### src/rtl/rupt_ctrl_if.sv
// Signal bundle between the pipeline and the interrupt controller.
// The controller takes the slave view, the pipeline/driver the master view.
interface rupt_ctrl_if #(
    parameter int NRUPT = 10
);
    logic [NRUPT-1:0] rupt_req;
    logic             inhint;
    logic             relint;
    logic             resume;
    logic             ovf_a;
    logic             extend_pending;
    logic             index_pending;
    logic             stall;
    logic [11:0]      pc_D;
    logic             hold_fetch;
    logic             save_en;
    logic [11:0]      save_pc;
    logic             redirect;
    logic             flush;
    logic [11:0]      vector;
    logic [NRUPT-1:0] ack;
    logic             in_rupt;

    modport slave (
        input  rupt_req, inhint, relint, resume, ovf_a,
        input  extend_pending, index_pending, stall, pc_D,
        output hold_fetch, save_en, save_pc, redirect, flush,
        output vector, ack, in_rupt
    );

    modport master (
        output rupt_req, inhint, relint, resume, ovf_a,
        output extend_pending, index_pending, stall, pc_D,
        input  hold_fetch, save_en, save_pc, redirect, flush,
        input  vector, ack, in_rupt
    );
endinterface

### src/rtl/rupt_ctrl.sv
// Interrupt sequencer: latches request pulses, picks the lowest pending source,
// drains the pipeline, saves the return PC, redirects to the vector, waits for RESUME.
module rupt_ctrl #(
    parameter int          NRUPT      = 10,
    parameter logic [11:0] VEC_BASE   = 12'o4004,
    parameter int          VEC_STRIDE = 4
) (
    input  logic     clock,
    input  logic     rst_l,
    rupt_ctrl_if.slave bus
);
    localparam int SELW = (NRUPT > 1) ? $clog2(NRUPT) : 1;

    typedef enum logic [2:0] {
        IDLE   = 3'd0,
        DRAIN  = 3'd1,
        SAVE   = 3'd2,
        VECTOR = 3'd3,
        ACTIVE = 3'd4
    } state_t;

    state_t           state_r;
    logic [NRUPT-1:0] pending_r;
    logic [NRUPT-1:0] ack_r;
    logic             inhint_q_r;
    logic [SELW-1:0]  sel_r;
    logic             hold_fetch_r;
    logic             save_en_r;
    logic [11:0]      save_pc_r;
    logic             redirect_r;
    logic             flush_r;
    logic [11:0]      vector_r;
    logic             in_rupt_r;

    logic             eligible_s;
    logic [SELW-1:0]  prio_s;
    logic [11:0]      vec_s;
    logic [NRUPT-1:0] ack_onehot_s;

    function automatic logic [SELW-1:0] lowest_idx(input logic [NRUPT-1:0] v);
        lowest_idx = '0;
        for (int i = NRUPT - 1; i >= 0; i--) begin
            if (v[i]) begin
                lowest_idx = SELW'(i);
            end
        end
    endfunction

    // Service eligibility, priority pick and the vector/ack for the latched source.
    always_comb begin
        eligible_s = 1'b0;
        if (state_r == IDLE) begin
            eligible_s = (|pending_r) & ~inhint_q_r & ~bus.ovf_a;
        end else begin
            eligible_s = 1'b0;
        end
        prio_s       = lowest_idx(pending_r);
        vec_s        = VEC_BASE + 12'(VEC_STRIDE) * 12'(sel_r);
        ack_onehot_s = NRUPT'(1) << sel_r;
    end

    // Pending latch; a new pulse wins over the ack that would clear it.
    always_ff @(posedge clock or negedge rst_l) begin
        if (!rst_l) begin
            pending_r <= '0;
        end else begin
            pending_r <= (pending_r & ~ack_r) | bus.rupt_req;
        end
    end

    // INHINT/RELINT mask; simultaneous pulses cancel out.
    always_ff @(posedge clock or negedge rst_l) begin
        if (!rst_l) begin
            inhint_q_r <= 1'b0;
        end else begin
            case ({bus.inhint, bus.relint})
                2'b10:   inhint_q_r <= 1'b1;
                2'b01:   inhint_q_r <= 1'b0;
                default: inhint_q_r <= inhint_q_r;
            endcase
        end
    end

    // Sequencer; outputs are registered alongside the state they belong to.
    always_ff @(posedge clock or negedge rst_l) begin
        if (!rst_l) begin
            state_r      <= IDLE;
            sel_r        <= '0;
            hold_fetch_r <= 1'b0;
            save_en_r    <= 1'b0;
            save_pc_r    <= 12'd0;
            redirect_r   <= 1'b0;
            flush_r      <= 1'b0;
            vector_r     <= 12'd0;
            ack_r        <= '0;
            in_rupt_r    <= 1'b0;
        end else begin
            hold_fetch_r <= 1'b0;
            save_en_r    <= 1'b0;
            save_pc_r    <= 12'd0;
            redirect_r   <= 1'b0;
            flush_r      <= 1'b0;
            vector_r     <= 12'd0;
            ack_r        <= '0;
            in_rupt_r    <= 1'b0;
            case (state_r)
                IDLE: begin
                    if (eligible_s) begin
                        state_r      <= DRAIN;
                        sel_r        <= prio_s;
                        hold_fetch_r <= 1'b1;
                    end else begin
                        state_r <= IDLE;
                    end
                end
                DRAIN: begin
                    hold_fetch_r <= 1'b1;
                    if (!bus.stall && !bus.extend_pending && !bus.index_pending) begin
                        state_r   <= SAVE;
                        save_en_r <= 1'b1;
                        // decode is frozen by hold_fetch, so pc_D is stable here
                        save_pc_r <= bus.pc_D;
                    end else begin
                        state_r <= DRAIN;
                    end
                end
                SAVE: begin
                    state_r    <= VECTOR;
                    redirect_r <= 1'b1;
                    flush_r    <= 1'b1;
                    vector_r   <= vec_s;
                    ack_r      <= ack_onehot_s;
                end
                VECTOR: begin
                    state_r   <= ACTIVE;
                    in_rupt_r <= 1'b1;
                end
                ACTIVE: begin
                    if (bus.resume) begin
                        state_r <= IDLE;
                    end else begin
                        state_r   <= ACTIVE;
                        in_rupt_r <= 1'b1;
                    end
                end
                default: begin
                    state_r <= IDLE;
                end
            endcase
        end
    end

    assign bus.hold_fetch = hold_fetch_r;
    assign bus.save_en    = save_en_r;
    assign bus.save_pc    = save_pc_r;
    assign bus.redirect   = redirect_r;
    assign bus.flush      = flush_r;
    assign bus.vector     = vector_r;
    assign bus.ack        = ack_r;
    assign bus.in_rupt    = in_rupt_r;
endmodule

### src/flat_wrapper.sv
// flat-port wrapper written by rule: the top's interface ports become plain ports
module rupt_ctrl_flat 
#(
    parameter int          NRUPT      = 10,
    parameter logic [11:0] VEC_BASE   = 12'o4004,
    parameter int          VEC_STRIDE = 4
)
  (clock, rst_l, bus_rupt_req, bus_inhint, bus_relint, bus_resume, bus_ovf_a, bus_extend_pending, bus_index_pending, bus_stall, bus_pc_D, bus_hold_fetch, bus_save_en, bus_save_pc, bus_redirect, bus_flush, bus_vector, bus_ack, bus_in_rupt);
  rupt_ctrl_if #(.NRUPT(NRUPT)) bus_i ();
  input  logic clock;
  input  logic rst_l;
  input wire logic [$bits(bus_i.rupt_req)-1:0] bus_rupt_req;
  input wire logic [$bits(bus_i.inhint)-1:0] bus_inhint;
  input wire logic [$bits(bus_i.relint)-1:0] bus_relint;
  input wire logic [$bits(bus_i.resume)-1:0] bus_resume;
  input wire logic [$bits(bus_i.ovf_a)-1:0] bus_ovf_a;
  input wire logic [$bits(bus_i.extend_pending)-1:0] bus_extend_pending;
  input wire logic [$bits(bus_i.index_pending)-1:0] bus_index_pending;
  input wire logic [$bits(bus_i.stall)-1:0] bus_stall;
  input wire logic [$bits(bus_i.pc_D)-1:0] bus_pc_D;
  output wire logic [$bits(bus_i.hold_fetch)-1:0] bus_hold_fetch;
  output wire logic [$bits(bus_i.save_en)-1:0] bus_save_en;
  output wire logic [$bits(bus_i.save_pc)-1:0] bus_save_pc;
  output wire logic [$bits(bus_i.redirect)-1:0] bus_redirect;
  output wire logic [$bits(bus_i.flush)-1:0] bus_flush;
  output wire logic [$bits(bus_i.vector)-1:0] bus_vector;
  output wire logic [$bits(bus_i.ack)-1:0] bus_ack;
  output wire logic [$bits(bus_i.in_rupt)-1:0] bus_in_rupt;
  assign bus_i.rupt_req = bus_rupt_req;
  assign bus_i.inhint = bus_inhint;
  assign bus_i.relint = bus_relint;
  assign bus_i.resume = bus_resume;
  assign bus_i.ovf_a = bus_ovf_a;
  assign bus_i.extend_pending = bus_extend_pending;
  assign bus_i.index_pending = bus_index_pending;
  assign bus_i.stall = bus_stall;
  assign bus_i.pc_D = bus_pc_D;
  assign bus_hold_fetch = bus_i.hold_fetch;
  assign bus_save_en = bus_i.save_en;
  assign bus_save_pc = bus_i.save_pc;
  assign bus_redirect = bus_i.redirect;
  assign bus_flush = bus_i.flush;
  assign bus_vector = bus_i.vector;
  assign bus_ack = bus_i.ack;
  assign bus_in_rupt = bus_i.in_rupt;
  rupt_ctrl #(.NRUPT(NRUPT), .VEC_BASE(VEC_BASE), .VEC_STRIDE(VEC_STRIDE)) u_core (.clock(clock), .rst_l(rst_l), .bus(bus_i));
endmodule
### config.mk
export PLATFORM = sky130hd
export DESIGN_NAME = rupt_ctrl_flat
export DESIGN_NICKNAME = d
export VERILOG_FILES = /design/src/rtl/rupt_ctrl_if.sv /design/src/rtl/rupt_ctrl.sv /design/src/flat_wrapper.sv
export SDC_FILE = /design/constraint.sdc
export NUM_CORES = 1
export LEC_CHECK = 0
export ABC_CLOCK_PERIOD_IN_PS = 3100
export BUFFER_PORTS_ARGS = -buffer_cell sky130_fd_sc_hd__buf_2
export CAP_MARGIN = 20
export CELL_PAD_IN_SITES_DETAIL_PLACEMENT = 1
export CELL_PAD_IN_SITES_GLOBAL_PLACEMENT = 1
export CORE_UTILIZATION = 30
export DETAILED_ROUTE_END_ITERATION = 8
export GPL_TIMING_DRIVEN = 0
export PLACE_DENSITY_LB_ADDON = 0.1
export SETUP_SLACK_MARGIN = 0.15
export SYNTH_ARGS = -nofsm -noshare
export SYNTH_HDL_FRONTEND = slang
export SYNTH_SLANG_ARGS = --single-unit
### constraint.sdc
create_clock -name clock -period 3.1 [get_ports clock]
set_clock_uncertainty 0.2 [all_clocks]
set_input_delay 0.31 -clock clock [delete_from_list [all_inputs] [get_ports clock]]
set_output_delay 0.31 -clock clock [all_outputs]
set_load 0.005 [all_outputs]
# Word level (Yosys, flattened, before mapping)

Cells that the tools add are included.

Add/sub/neg operators: 1
Eq/ne operators: 6
Shifts and indexed selects: 1
Mux-type cells: 27
Bitwise logic cells: 7
Reductions and logical operators: 9

Operator list:

| kind                  | number |
|---|---|
| $mux 4                | 10 |
| $mux 12               | 3 |
| $pmux 3 s5            | 1 |
| $add 12x6->12 const A | 1 |
| $and 10x10->10        | 1 |
| $mux 10               | 1 |
| $not 10->10           | 1 |
| $or 10x10->10         | 1 |
| $reduce_or 10->1      | 1 |
| $shl 1x4->10 const A  | 1 |
| $mux 1                | 7 |
| $eq 3x2->1 const B    | 2 |
| $pmux 1 s2            | 3 |
| $eq 3x1->1 const B    | 1 |
| $eq 3x3->1 const B    | 1 |
| $logic_not 1->1       | 3 |
| $logic_not 3->1       | 1 |
| $mux 3                | 1 |
| $and 1x1->1           | 2 |
| $eq 2x1->1 const B    | 1 |
| $eq 2x2->1 const B    | 1 |
| $logic_and 1x1->1     | 2 |
| $mux 2                | 1 |
| $not 1->1             | 2 |
| 2 further kinds       | 2 |

Bits in registers: 56
Input bits: 31
Output and inout bits: 39
Word-level logic and storage cells: 62

# Logic depth before layout (Yosys ltp)

Depth after elaboration: 10
Mapped depth: 5
Mapped depth without buffers: 5

# Least setup slack after synthesis

No wires, ideal clock.

Path type: reg2reg
From: register u_core.state_r[2]
To: register u_core.sel_r[2]
Library setup time: 122 ps
Data arrival time: 1,187 ps
Required time: 2,778 ps
Path slack: 1,591 ps
Cell stages (with the launch flop): 5
Path buffers: 0
Period minus slack after synthesis: 1,509 ps
Path through: dfrtp_1 nor2_4 nor4b_4 o21ai_2 a32o_1

Cells in the longest elaborated chain, start to end: 3

RTL lines:

| element                             | RTL line                          | RTL |
|---|---|---|
| start, declared                     | rupt_ctrl.sv:22                   | `state_t state_r;` |
| start signal, assigned              | rupt_ctrl.sv:87                   | `state_r <= IDLE;` |
| start signal, assigned              | rupt_ctrl.sv:109                  | `state_r <= DRAIN;` |
| start signal, assigned              | rupt_ctrl.sv:113                  | `state_r <= IDLE;` |
| $logic_not 3->1 *                   | rupt_ctrl.sv:52, rupt_ctrl.sv:106 |  |
| $mux 1                              | rupt_ctrl.sv:52                   | `if (state_r == IDLE) begin` |
| $reduce_and 2->1 (no source line) * | --                                |  |
| end signal, assigned                | rupt_ctrl.sv:110                  | `sel_r <= prio_s;` |
| end, declared                       | rupt_ctrl.sv:26                   | `logic [SELW-1:0] sel_r;` |

Every way passes the cells marked *; elsewhere a longest branch is shown, timed or not.
A chain may end at the register's enable or synchronous reset.

# Worst setup path in the final report

From: register u_core.pending_r[3]
To: register u_core.sel_r[1]

Cells in the longest elaborated chain, start to end: 5
Elaborated cells on any way between the ends: 9
Classes of those cells: mux (5); bitwise (2); reduce/logical (2)

RTL lines:

| element                           | RTL line        | RTL |
|---|---|---|
| start, declared                   | rupt_ctrl.sv:23 | `logic [NRUPT-1:0] pending_r;` |
| start signal, assigned            | rupt_ctrl.sv:67 | `pending_r <= (pending_r & ~ack_r) \| bus.rupt_req;` |
| $reduce_or 10->1                  | rupt_ctrl.sv:53 | `eligible_s = (\|pending_r) & ~inhint_q_r & ~bus.ovf_a;` |
| $and 1x1->1 (2 in series)         | rupt_ctrl.sv:53 |  |
| $mux 1                            | rupt_ctrl.sv:52 |  |
| $reduce_and 2->1 (no source line) | --              |  |

Parallel ways exist; a longest one is shown, timed or not.

==> impl_results.md <==
- Gate power share: 19.0%
- Nets: 287
- Synth top area share: 61.17%
- Vias per cell: 4.318
- Worst-path clk slew: 90 ps
- Top-count cell post-synth: dfrtp_1
- I/O pin cnt: 70
- CTS buffer count: 5
- Post-synth ARST share: 100.0%
- Psw: 0.0004134 W
- Number of flops mapped to enable cells by yosys: 0
- Initial antenna violation count: 0
- Grt total ovfl: 0
- Largest net degree at the start of global routing: 35
- RSZ-0062 raised after global routing: false
- Startpoint types: flip-flop
- Crit path max fanout: 5
- Cells after DPL: 309
- CP required: 3120 ps
- Placement Cell Area: 2455 µm²
- Crit path capture type: flip-flop
- Place WS: 1374 ps
- Overall routing resource usage: 13.87%
- Drt wl/cell: 13.16 µm
- H-tree depth: 2
- Diodes inserted: 0
- Final setup fails: 0
- Total power: 0.001460 W
- Unique masters post-synth: 34
- Clk sink count: 49
- Port Buffers: 63
- Area of the core: 6386 µm²
- Clock Tree Buf Depth: 2
- Post-synth top area cell: dfrtp_1
- Die width: 83.74 µm
- Synth Warn #: 0
- Post-CTS sizing: 0
- WL final: 4.304 mm
- DR iter-0 viols: 64
- # rows: 29
- Clock share of power: 27.6%
- Post-synth top flop: dfrtp_1
- Post-Synthesis Cells: 163
- Hold Crit Class: in -> reg
- Post-route clock period utilization: 54.95%
- Min Tclk post-route: 1703 ps
- Most instantiated cells after synthesis: 49 x dfrtp_1, 19 x and2_1, 16 x inv_1
- Starting Density: 31.39%
- Switching part of the total: 28.32%
- Int Pwr: 0.001046 W
- Skew-Pair Late Insertion Delay: 290 ps
- Worst R2R Setup Slack: 1400 ps
- Vias: 1412
- Max cap viols: 0
- Status: finished clean
- Drt first pass iters: 4
- # hold bufs at CTS: 10
- DRC Markers: 0
- Syn Area/Cell: 12.30 µm²
- Worst vdd ir: 0.0002506 V
- Pleak: 1.438 nW
- Setup ws final: 1397 ps
- Area Overhead vs Synth: 32.52%
- Seq/Total Area, Yosys: 61.17%
- Data arrival, critical path: 1730 ps
- Final RePlAce weighted congestion: 0.7132
- First-pass GRT wire length: 7.583 mm
- TritonCTS clock tree: done
- #FFs+latches synth: 49
- Share of layout cells above drive strength 1: 35.60%
- Setup TNS Final: 0 ps
- Setup Buffers After CTS: 0
- PwrDens: 549.4 nW/µm²
- Fmax: 587.1 MHz
- Most area-consuming cells after synthesis: dfrtp_1 61%, and2_1 5.9%, ha_1 4.4%
- Post-DRT Antenna Nets: 0
- Max Slew Vio Count: 0
- Worst setup path class: reg -> reg
- Flop pwr share: 53.3%
- Final instance area: 2656 µm²
- Die footprint: 7012 µm²
- DP Wirelength: 3.235 mm
- Fin cells: 327
- Syn Std Cell Area: 2004 µm²
- Final hold violation count: 0
- Vias in the first global route: 1523
- Root Buffer: clkbuf_8
- DIE HEIGHT: 83.74 µm
[kinds of logic (layout without fill, tap and decap cells)]
logic type                 count (synthesis)  after routing  synth area share [%]
AOI/OAI and AO/OA                         21             21                 7.366
DFF                                       49             49                 61.17
other                                      1              6                0.1871
adders and majority gates                  7              7                 4.369
muxes                                      3              3                 1.498
buffers and inverters                     25            107                 6.555
and+or+nand+nor                           56             56                 18.41
xor gates and xnor gates                   1              1                0.4370
[cell type report]
type,count,area (µm²)
Fill cell,704,3730
Sequential cell,49,1226
Multi-Input combinational cell,94,665.6
Timing Repair Buffer,74,435.4
Clock buffer,7,96.34
Tap cell,77,96.34
Buffer,9,71.32
Inverter,16,60.06
Clock inverter,1,5.005
[path summary, 6_finish.rpt]
kind	from	end	cells past startpoint
max	u_core.pending_r[3]	u_core.sel_r[1]	4
min	bus_pc_D[8]	u_core.bus.save_pc[8]	2
max reg2reg	u_core.pending_r[3]	u_core.sel_r[1]	4
min reg2reg	u_core.bus.ack[1]	u_core.pending_r[1]	1
max in group asynchronous	rst_l	u_core.pending_r[3]	3
min in group asynchronous	rst_l	u_core.bus.save_pc[7]	2
[stage by stage]
| stage | util [%] | hold slack [ps] |
|---|---|---|
| final | 41.59 | 18.72 |
| after global routing | 41.59 | 6.417 |
| after CTS | 41.59 | 5.613 |
| after detailed placement | 38.44 | 62.22 |
| after global placement | 38.13 | 243.0 |
| after floorplan | - | -185.6 |
[sequential cells by signal, summed over array words and instances (netlist names)]
name and cells:
u_core.bus.save_pc 12, u_core.bus.ack 10, u_core.pending_r 10, u_core.bus.vector 6
u_core.sel_r 4, u_core.state_r 3, u_core.bus.hold_fetch 1, u_core.bus.in_rupt 1
u_core.bus.save_en 1, u_core.inhint_q_r 1
[layout by cell type (no fill, tap or decap), types with 6 or more instances in the layout]
| cell | count |
|---|---|
| nor2_1 | 11 |
| a21o_1 | 8 |
| buf_2 | 63 |
| inv_1 | 16 |
| dfrtp_1 | 49 |
| and2_1 | 19 |
| dlygate4sd3_1 | 10 |
| clkbuf_8 | 7 |
| ha_1 | 7 |
| buf_4 | 8 |
| conb_1 | 6 |
[power by group through the flow]
| stage | clock (W) | combinational [W] | sequential [W] |
|---|---|---|---|
| CTS | 0.000423 | 0.000287 | 0.000781 |
| finish | 0.000403 | 0.000278 | 0.000778 |
| global route | 0.000450 | 0.000319 | 0.000793 |
| detailed placement | 0 | 0.000276 | 0.000793 |
| floorplan | 0 | 0.000152 | 0.000778 |
| global placement | 0 | 0.000265 | 0.000788 |
[layer usage]
layer	global-route usage (%)	routed length, µm	vias up
met1	18.36	1925	686
met3	3.363	184	5
met5	0	0	-
li1	-	-	688
met2	22.76	2157	33
met4	3.698	36	0
[worst max-delay path, cell delays in order (launching register included)]
cell     delay [ps]
dfrtp_1         450
nor4_4          310
nand3_1         150
o21ai_2         290
mux2i_1         230
No activity file was read; power rests on OpenSTA's default activity.
